===== src/rtl/bluetooth_uart_rx_pkg.sv =====
// -----------------------------------------------------------------------------
// bluetooth_uart_rx_pkg
//  Shared definitions for the Bluetooth UART receiver:
//   - mode codes consumed by the control unit (MODO_OFF/LER/BT_ON/BT_RST)
//   - ASCII command letters (upper and lower case)
//   - receiver FSM state encoding
//   - decode_letter(): maps a received byte to {hit, mode code}
// -----------------------------------------------------------------------------
package bluetooth_uart_rx_pkg;

   localparam logic [2:0] MODO_OFF    = 3'b000;
   localparam logic [2:0] MODO_LER    = 3'b001;
   localparam logic [2:0] MODO_BT_ON  = 3'b010;
   localparam logic [2:0] MODO_BT_RST = 3'b011;

   localparam logic [7:0] ASC_D_UP = 8'h44;  // 'D'
   localparam logic [7:0] ASC_D_LO = 8'h64;  // 'd'
   localparam logic [7:0] ASC_L_UP = 8'h4C;  // 'L'
   localparam logic [7:0] ASC_L_LO = 8'h6C;  // 'l'
   localparam logic [7:0] ASC_B_UP = 8'h42;  // 'B'
   localparam logic [7:0] ASC_B_LO = 8'h62;  // 'b'
   localparam logic [7:0] ASC_R_UP = 8'h52;  // 'R'
   localparam logic [7:0] ASC_R_LO = 8'h72;  // 'r'

   typedef enum logic [2:0] {
      ST_IDLE,
      ST_START,
      ST_DATA,
      ST_PARITY,
      ST_STOP,
      ST_WAIT_HIGH
   } rx_state_t;

   typedef struct packed {
      logic       hit;
      logic [2:0] code;
   } decode_t;

   function automatic decode_t decode_letter(input logic [7:0] b);
      decode_t d;
      d.hit  = 1'b1;
      d.code = MODO_OFF;
      case (b)
         ASC_D_UP, ASC_D_LO: d.code = MODO_OFF;
         ASC_L_UP, ASC_L_LO: d.code = MODO_LER;
         ASC_B_UP, ASC_B_LO: d.code = MODO_BT_ON;
         ASC_R_UP, ASC_R_LO: d.code = MODO_BT_RST;
         default:            d.hit  = 1'b0;
      endcase
      return d;
   endfunction

endpackage


===== src/rtl/uart_baud_tick.sv =====
// -----------------------------------------------------------------------------
// uart_baud_tick
//  Oversampling tick generator. Counts 0..DIV-1 while enabled and emits a
//  one-cycle tick on DIV-1. Disabling clears the count, so every enable
//  starts a fresh period from 0.
// Ports:
//  clk     in  system clock
//  rst_n   in  asynchronous active-low reset
//  i_en    in  run the divider (low = hold at 0)
//  o_tick  out one-cycle pulse every DIV enabled cycles
// -----------------------------------------------------------------------------
module uart_baud_tick #(
   parameter int DIV = 325
) (
   input  logic clk,
   input  logic rst_n,
   input  logic i_en,
   output logic o_tick
);

   localparam int CW = (DIV > 1) ? $clog2(DIV) : 1;
   localparam logic [CW-1:0] LAST = CW'(DIV - 1);

   logic [CW-1:0] r_cnt;

   // NOTE: sequential state uses non-blocking (<=) so every flop samples
   // pre-edge values; blocking here would create order-dependent races.
   always_ff @(posedge clk or negedge rst_n) begin
      if (!rst_n) begin
         r_cnt <= '0;
      end else if (!i_en || r_cnt == LAST) begin
         r_cnt <= '0;
      end else begin
         r_cnt <= r_cnt + 1'b1;
      end
   end

   assign o_tick = i_en && (r_cnt == LAST);

endmodule


===== src/rtl/bluetooth_uart_rx.sv =====
// -----------------------------------------------------------------------------
// bluetooth_uart_rx
//  UART receiver (16x oversampling) for the Bluetooth module's TX line.
//  Recovers bytes and decodes command letters D/L/B/R (any case) into the
//  3-bit mode code for the control unit.
//  Optional feature macro: UART_RX_PARITY_EN adds an even-parity bit after
//  the data bits (8E1); undefined gives plain 8N1.
// Ports:
//  clk             in   system clock
//  rst_n           in   asynchronous active-low reset
//  rx_serial       in   raw UART line, idle high, asynchronous
//  habilita        in   receiver enable; low aborts the frame, FSM held IDLE
//  dado[7:0]       out  last correctly framed byte
//  dado_valido     out  1-cycle pulse, dado updated
//  erro_quadro     out  1-cycle pulse, bad stop (or parity), byte discarded
//  comando[2:0]    out  current mode code, held until next recognised letter
//  comando_valido  out  1-cycle pulse with dado_valido for recognised letters
// -----------------------------------------------------------------------------
module bluetooth_uart_rx
   import bluetooth_uart_rx_pkg::*;
#(
   parameter int CLK_HZ     = 50_000_000,
   parameter int BAUD       = 9600,
   parameter int OVERSAMPLE = 16
) (
   input  logic       clk,
   input  logic       rst_n,
   input  logic       rx_serial,
   input  logic       habilita,
   output logic [7:0] dado,
   output logic       dado_valido,
   output logic       erro_quadro,
   output logic [2:0] comando,
   output logic       comando_valido
);

   localparam int DIV = CLK_HZ / (BAUD * OVERSAMPLE);
   localparam int TCW = $clog2(OVERSAMPLE);
   localparam logic [TCW-1:0] TC_MID  = TCW'(OVERSAMPLE / 2 - 1);
   localparam logic [TCW-1:0] TC_LAST = TCW'(OVERSAMPLE - 1);

   rx_state_t      r_state, w_state_nxt;
   logic           r_rx_meta, r_rx_sync;
   logic [TCW-1:0] r_tc, w_tc_nxt;
   logic [2:0]     r_bit, w_bit_nxt;
   logic [7:0]     r_shift, w_shift_nxt;
   logic [7:0]     r_dado, w_dado_nxt;
   logic [2:0]     r_cmd, w_cmd_nxt;
   logic           r_dv, w_dv_nxt;
   logic           r_err, w_err_nxt;
   logic           r_cv, w_cv_nxt;
   logic           w_tick;
   logic           w_par_ok;
   decode_t        w_dec;

   // Divider runs only while a frame is in progress; dropping habilita
   // clears it in the same edge as the FSM returns to IDLE.
   uart_baud_tick #(.DIV(DIV)) u_tick (
      .clk    (clk),
      .rst_n  (rst_n),
      .i_en   ((r_state != ST_IDLE) && habilita),
      .o_tick (w_tick)
   );

`ifdef UART_RX_PARITY_EN
   logic r_par, w_par_nxt;
   // Even parity: data bits plus parity bit must XOR to zero.
   assign w_par_ok = ~(^{r_shift, r_par});
   always_ff @(posedge clk or negedge rst_n) begin
      if (!rst_n) r_par <= 1'b0;
      else        r_par <= w_par_nxt;
   end
`else
   assign w_par_ok = 1'b1;
`endif

   assign w_dec = decode_letter(r_shift);

   // Two-flop synchroniser resets to the idle (high) line level so reset
   // release never looks like a start bit.
   always_ff @(posedge clk or negedge rst_n) begin
      if (!rst_n) begin
         r_rx_meta <= 1'b1;
         r_rx_sync <= 1'b1;
      end else begin
         r_rx_meta <= rx_serial;
         r_rx_sync <= r_rx_meta;
      end
   end

   always_ff @(posedge clk or negedge rst_n) begin
      if (!rst_n) begin
         r_state <= ST_IDLE;
         r_tc    <= '0;
         r_bit   <= '0;
         r_shift <= '0;
         r_dado  <= 8'h00;
         r_cmd   <= MODO_OFF;
         r_dv    <= 1'b0;
         r_err   <= 1'b0;
         r_cv    <= 1'b0;
      end else begin
         r_state <= w_state_nxt;
         r_tc    <= w_tc_nxt;
         r_bit   <= w_bit_nxt;
         r_shift <= w_shift_nxt;
         r_dado  <= w_dado_nxt;
         r_cmd   <= w_cmd_nxt;
         r_dv    <= w_dv_nxt;
         r_err   <= w_err_nxt;
         r_cv    <= w_cv_nxt;
      end
   end

   always_comb begin
      // NOTE: every signal gets a default before the case, so no path can
      // leave one unassigned and infer a latch.
      w_state_nxt = r_state;
      w_tc_nxt    = r_tc;
      w_bit_nxt   = r_bit;
      w_shift_nxt = r_shift;
      w_dado_nxt  = r_dado;
      w_cmd_nxt   = r_cmd;
      w_dv_nxt    = 1'b0;
      w_err_nxt   = 1'b0;
      w_cv_nxt    = 1'b0;
`ifdef UART_RX_PARITY_EN
      w_par_nxt   = r_par;
`endif
      if (!habilita) begin
         w_state_nxt = ST_IDLE;
         w_tc_nxt    = '0;
         w_bit_nxt   = '0;
      end else begin
         case (r_state)
            ST_IDLE: begin
               if (!r_rx_sync) begin
                  w_state_nxt = ST_START;
                  w_tc_nxt    = '0;
                  w_bit_nxt   = '0;
               end
            end
            ST_START: begin
               // Re-check the line half a bit in to reject short glitches.
               if (w_tick) begin
                  if (r_tc == TC_MID) begin
                     w_tc_nxt    = '0;
                     w_state_nxt = r_rx_sync ? ST_IDLE : ST_DATA;
                  end else begin
                     w_tc_nxt = r_tc + 1'b1;
                  end
               end
            end
            ST_DATA: begin
               if (w_tick) begin
                  if (r_tc == TC_LAST) begin
                     w_tc_nxt    = '0;
                     w_shift_nxt = {r_rx_sync, r_shift[7:1]};
                     if (r_bit == 3'd7) begin
                        w_bit_nxt   = '0;
`ifdef UART_RX_PARITY_EN
                        w_state_nxt = ST_PARITY;
`else
                        w_state_nxt = ST_STOP;
`endif
                     end else begin
                        w_bit_nxt = r_bit + 3'd1;
                     end
                  end else begin
                     w_tc_nxt = r_tc + 1'b1;
                  end
               end
            end
`ifdef UART_RX_PARITY_EN
            ST_PARITY: begin
               if (w_tick) begin
                  if (r_tc == TC_LAST) begin
                     w_tc_nxt    = '0;
                     w_par_nxt   = r_rx_sync;
                     w_state_nxt = ST_STOP;
                  end else begin
                     w_tc_nxt = r_tc + 1'b1;
                  end
               end
            end
`endif
            ST_STOP: begin
               if (w_tick) begin
                  if (r_tc == TC_LAST) begin
                     w_tc_nxt = '0;
                     if (r_rx_sync && w_par_ok) begin
                        w_dado_nxt  = r_shift;
                        w_dv_nxt    = 1'b1;
                        w_state_nxt = ST_IDLE;
                        if (w_dec.hit) begin
                           w_cmd_nxt = w_dec.code;
                           w_cv_nxt  = 1'b1;
                        end
                     end else begin
                        // A low stop bit means break or stuck line: wait for
                        // it to return high before hunting for a start bit.
                        w_err_nxt   = 1'b1;
                        w_state_nxt = r_rx_sync ? ST_IDLE : ST_WAIT_HIGH;
                     end
                  end else begin
                     w_tc_nxt = r_tc + 1'b1;
                  end
               end
            end
            ST_WAIT_HIGH: begin
               if (r_rx_sync) w_state_nxt = ST_IDLE;
            end
            default: begin
               w_state_nxt = ST_IDLE;
               w_tc_nxt    = '0;
               w_bit_nxt   = '0;
            end
         endcase
      end
   end

   assign dado           = r_dado;
   assign dado_valido    = r_dv;
   assign erro_quadro    = r_err;
   assign comando        = r_cmd;
   assign comando_valido = r_cv;

endmodule


===== config.mk =====
export PLATFORM = sky130hd
export DESIGN_NAME = bluetooth_uart_rx
export DESIGN_NICKNAME = d
export VERILOG_FILES = /design/src/rtl/bluetooth_uart_rx_pkg.sv /design/src/rtl/uart_baud_tick.sv /design/src/rtl/bluetooth_uart_rx.sv
export SDC_FILE = /design/constraint.sdc
export NUM_CORES = 1
export LEC_CHECK = 0
export ABC_AREA = 1
export CAP_MARGIN = 20
export CORE_ASPECT_RATIO = 0.7
export CORE_MARGIN = 10
export CORE_UTILIZATION = 60
export CTS_BUF_LIST = sky130_fd_sc_hd__clkbuf_2 sky130_fd_sc_hd__clkbuf_4 sky130_fd_sc_hd__clkbuf_8
export CTS_CLUSTER_SIZE = 40
export DETAILED_ROUTE_END_ITERATION = 10
export GPL_TIMING_DRIVEN = 0
export PLACE_DENSITY = 0.85
export SKIP_LAST_GASP = 1
export SYNTH_ARGS = -nofsm -noshare
export SYNTH_HDL_FRONTEND = slang
export SYNTH_SLANG_ARGS = --single-unit

===== constraint.sdc =====
create_clock -name clk -period 4.36 [get_ports clk]
set_input_delay 0.872 -clock clk [delete_from_list [all_inputs] [get_ports clk]]
set_output_delay 0.872 -clock clk [all_outputs]
set_load 0.02 [all_outputs]

==> impl_results.md <==
* Crit path required time at 4.55 ns
* Synth warnings at 0
* Clock skew at 0.00849 ns
* Buffers on Ports at 16
* Starting DRT DRC Count at 198
* Min-delay src: r_rx_meta$_DFF_PN1_
* Worst reg2reg path depth at 7
* Met1 Use GR at 0.194
* Mapped Nets at 274
* First-pass GRT wire length at 7710 microns
* N_diodes at 0
* Final setup viols at 0
* Post-synth cell types at 33
* Arrival time worst endpoint at 2.52 ns
* Layout overhead on the synthesized area at 16.9%
* DRC Markers at 0
* Drt via density at 5.30
* Post CTS Setup Buffer Count at 0
* VDD IR max at 0.289 mV
* Critical Path Sink Type: flop
* WS Path Type: input pin to flop
* Final Hold Fails at 0
* Max-cap violations at 0
* Layout cells sized above 1 at 0.179
* M3 GR Usage at 0.0516
* Outcome: complete, no violations
* Post-synth EDFFs at 0
* Avg Inst Size Synth at 8.40 sq um
* R2r setup slk at 2.64 ns
* Full die area at 6590 sq um
* Synth async-reset ratio at 1.00
* CTS Sinks at 42
* Most used DFF post-synth: dfrtp_1
* Area after DPL at 2460 sq um
* PD cells at 404 nW/um^2
* Critical Path Source: habilita
* Fin area at 2600 sq um
* Fin Setup TNS at 0 ns
* RSZ-0062 raised after global routing: no
* Cts hold-fix bufs at 0
* IO Pins at 18
* Sequential-to-total area share from yosys stat at 0.473
* Largest net degree at the start of global routing at 32
* Most frequent cells in the layout: nand2_1, dfrtp_1, inv_1
* Worst reg2reg startpoint: r_tc[0]$_DFFE_PN0P_
* Core box area at 3560 sq um
* RePlAce Congestion at 0.925
* First drt pass iteration count at 4
* Vias in the first global route at 1,655
* Startpoint Class: input pin
* Period utilization at 0.535
* Final worst slack at 2.03 ns
* FF+latch count, synth at 42
* Hold path depth at 0
* RR Endpoint: dado[7]$_DFFE_PN0P_
* Detailed Route WL at 4410 microns
* Worst-path clk slew at 0.09 ns
* Cell Rows at 18
* Post-DP HPWL at 3240 microns
* Antenna Nets Post-Route at 0
* Final #Nets at 298
* CTS Root Cell: clkbuf_8
* Die H at 71.0 microns
* Fillers at 285
* Final Critical Period at 2.33 ns
* H-tree levels at 2
* Busiest grt layer: met2
* Worst skew pair latency at 0.30 ns
* Most common cell after layout, fill and taps aside: nand2_1
* Initial Util at 0.626
* Overall global routing resource usage at 0.142
* Post-CTS Resized at 0
* Cell Area, Synth at 2230 sq um
* Syn Inst Count at 265
* Leak at 1.25 nW
* GR Overflow Total at 0
* Clock buffer count from CTS at 5
* Worst Path Max Fanout at 10
* Die width at 92.8 microns
* CTS tree: yes
* DP Worst Slack at 1.76 ns
* Clock Tree Buf Depth at 2
* Post-DR wirelength/cell at 13.0 microns
* Initial antenna violation count at 0
* Max Slew Vio Count at 0
* Met2 Use GR at 0.202
* Routed vias at 1,803
* Hold Path Class: flop to flop
* CP endpoint: r_state[1]$_DFFE_PN0P_
* Hold slack at 0.364 ns
* Fmax at 429 MHz
* Final total power at 0.00105 W
[area by class of cell]
type	instances	area (sq um)	area share
flip-flops and latches	42	1050	0.405
clock inverters	3	68.8	0.0265
repair buffers	17	175	0.0673
well taps	50	62.6	0.0241
plain buffers	4	37.5	0.0144
clock buffers	5	68.8	0.0265
multi-input cells	189	1020	0.393
inverters	30	113	0.0433
[synthesized netlist by cell type (3+ instances only)]
| master | number | area (sq um) |
|---|---|---|
| nand3b_1 | 3 | 22.5 |
| inv_2 | 5 | 18.8 |
| nor2_2 | 3 | 18.8 |
| nor2_1 | 23 | 86.3 |
| nand2_1 | 72 | 270 |
| nor3_1 | 10 | 50.1 |
| a21oi_1 | 7 | 35.0 |
| nor3b_1 | 3 | 22.5 |
| ha_1 | 5 | 62.6 |
| dfrtp_1 | 40 | 1000 |
| inv_1 | 25 | 93.8 |
| o21ai_0 | 4 | 20.0 |
| a21oi_2 | 3 | 26.3 |
| nand3_1 | 18 | 90.1 |
| o21ai_2 | 16 | 140 |
| nand4_1 | 5 | 31.3 |
[worst max-delay path, stage by stage]
cell             delay [ns]
clkdlybuf4s50_1        0.55
inv_2                  0.17
buf_4                  0.19
nor2_1                 0.05
nand2_1                0.09
nand3_1                0.09
a21oi_2                0.21
nand2_1                0.13
nand2_1                0.10
nand2_1                0.06
[logic make-up (layout without fill, tap and decap cells)]
family          after synthesis  after routing  synth area share
simple gates                146            146             0.301
flops                        42             42             0.473
compound gates               35             35             0.120
buf+inv                      34             59            0.0675
fa+ha+maj                     5              5            0.0281
xor+xnor                      2              2           0.00787
other cells                   1              1           0.00168
[stage by stage]
step / instances / util
2_1_floorplan: 265 / -
3_3_place_gp: 331 / 0.688
3_5_place_dp: 332 / 0.692
4_1_cts: 340 / 0.731
5_1_grt: 340 / 0.731
6_report: 340 / 0.731
[per-layer routing]
metal  share of wire  wire (microns)
met1            0.48            2140
met2            0.43            1920
met3           0.072             320
met4          0.0091              40
met5               0               0
[registers in the layout (all words and copies together) (netlist names)]
register,count
dado,8
dado_valido,1
erro_quadro,1
comando,2
u_tick.r_cnt,9
r_rx_meta,1
r_rx_sync,1
r_state,3
r_tc,4
r_bit,3
comando_valido,1
r_shift,8
[worst min-delay path by stage]
stage	to	slack, ns
after floorplan	r_rx_sync$_DFF_PN1_	0.35
after global placement	r_rx_sync$_DFF_PN1_	0.35
after detailed placement	r_rx_sync$_DFF_PN1_	0.35
after CTS	r_rx_sync$_DFF_PN1_	0.36
after global routing	r_rx_sync$_DFF_PN1_	0.37
final	r_rx_sync$_DFF_PN1_	0.36
[report_power, final]
part,switching (W),leakage [nW],internal (W)
Sequential,0.0000312,0.572,0.000413
Clock,0.000142,0.0683,0.000229
Combinational,0.000163,0.608,0.0000732
Note: power is estimated with default switching activity, not from simulation.
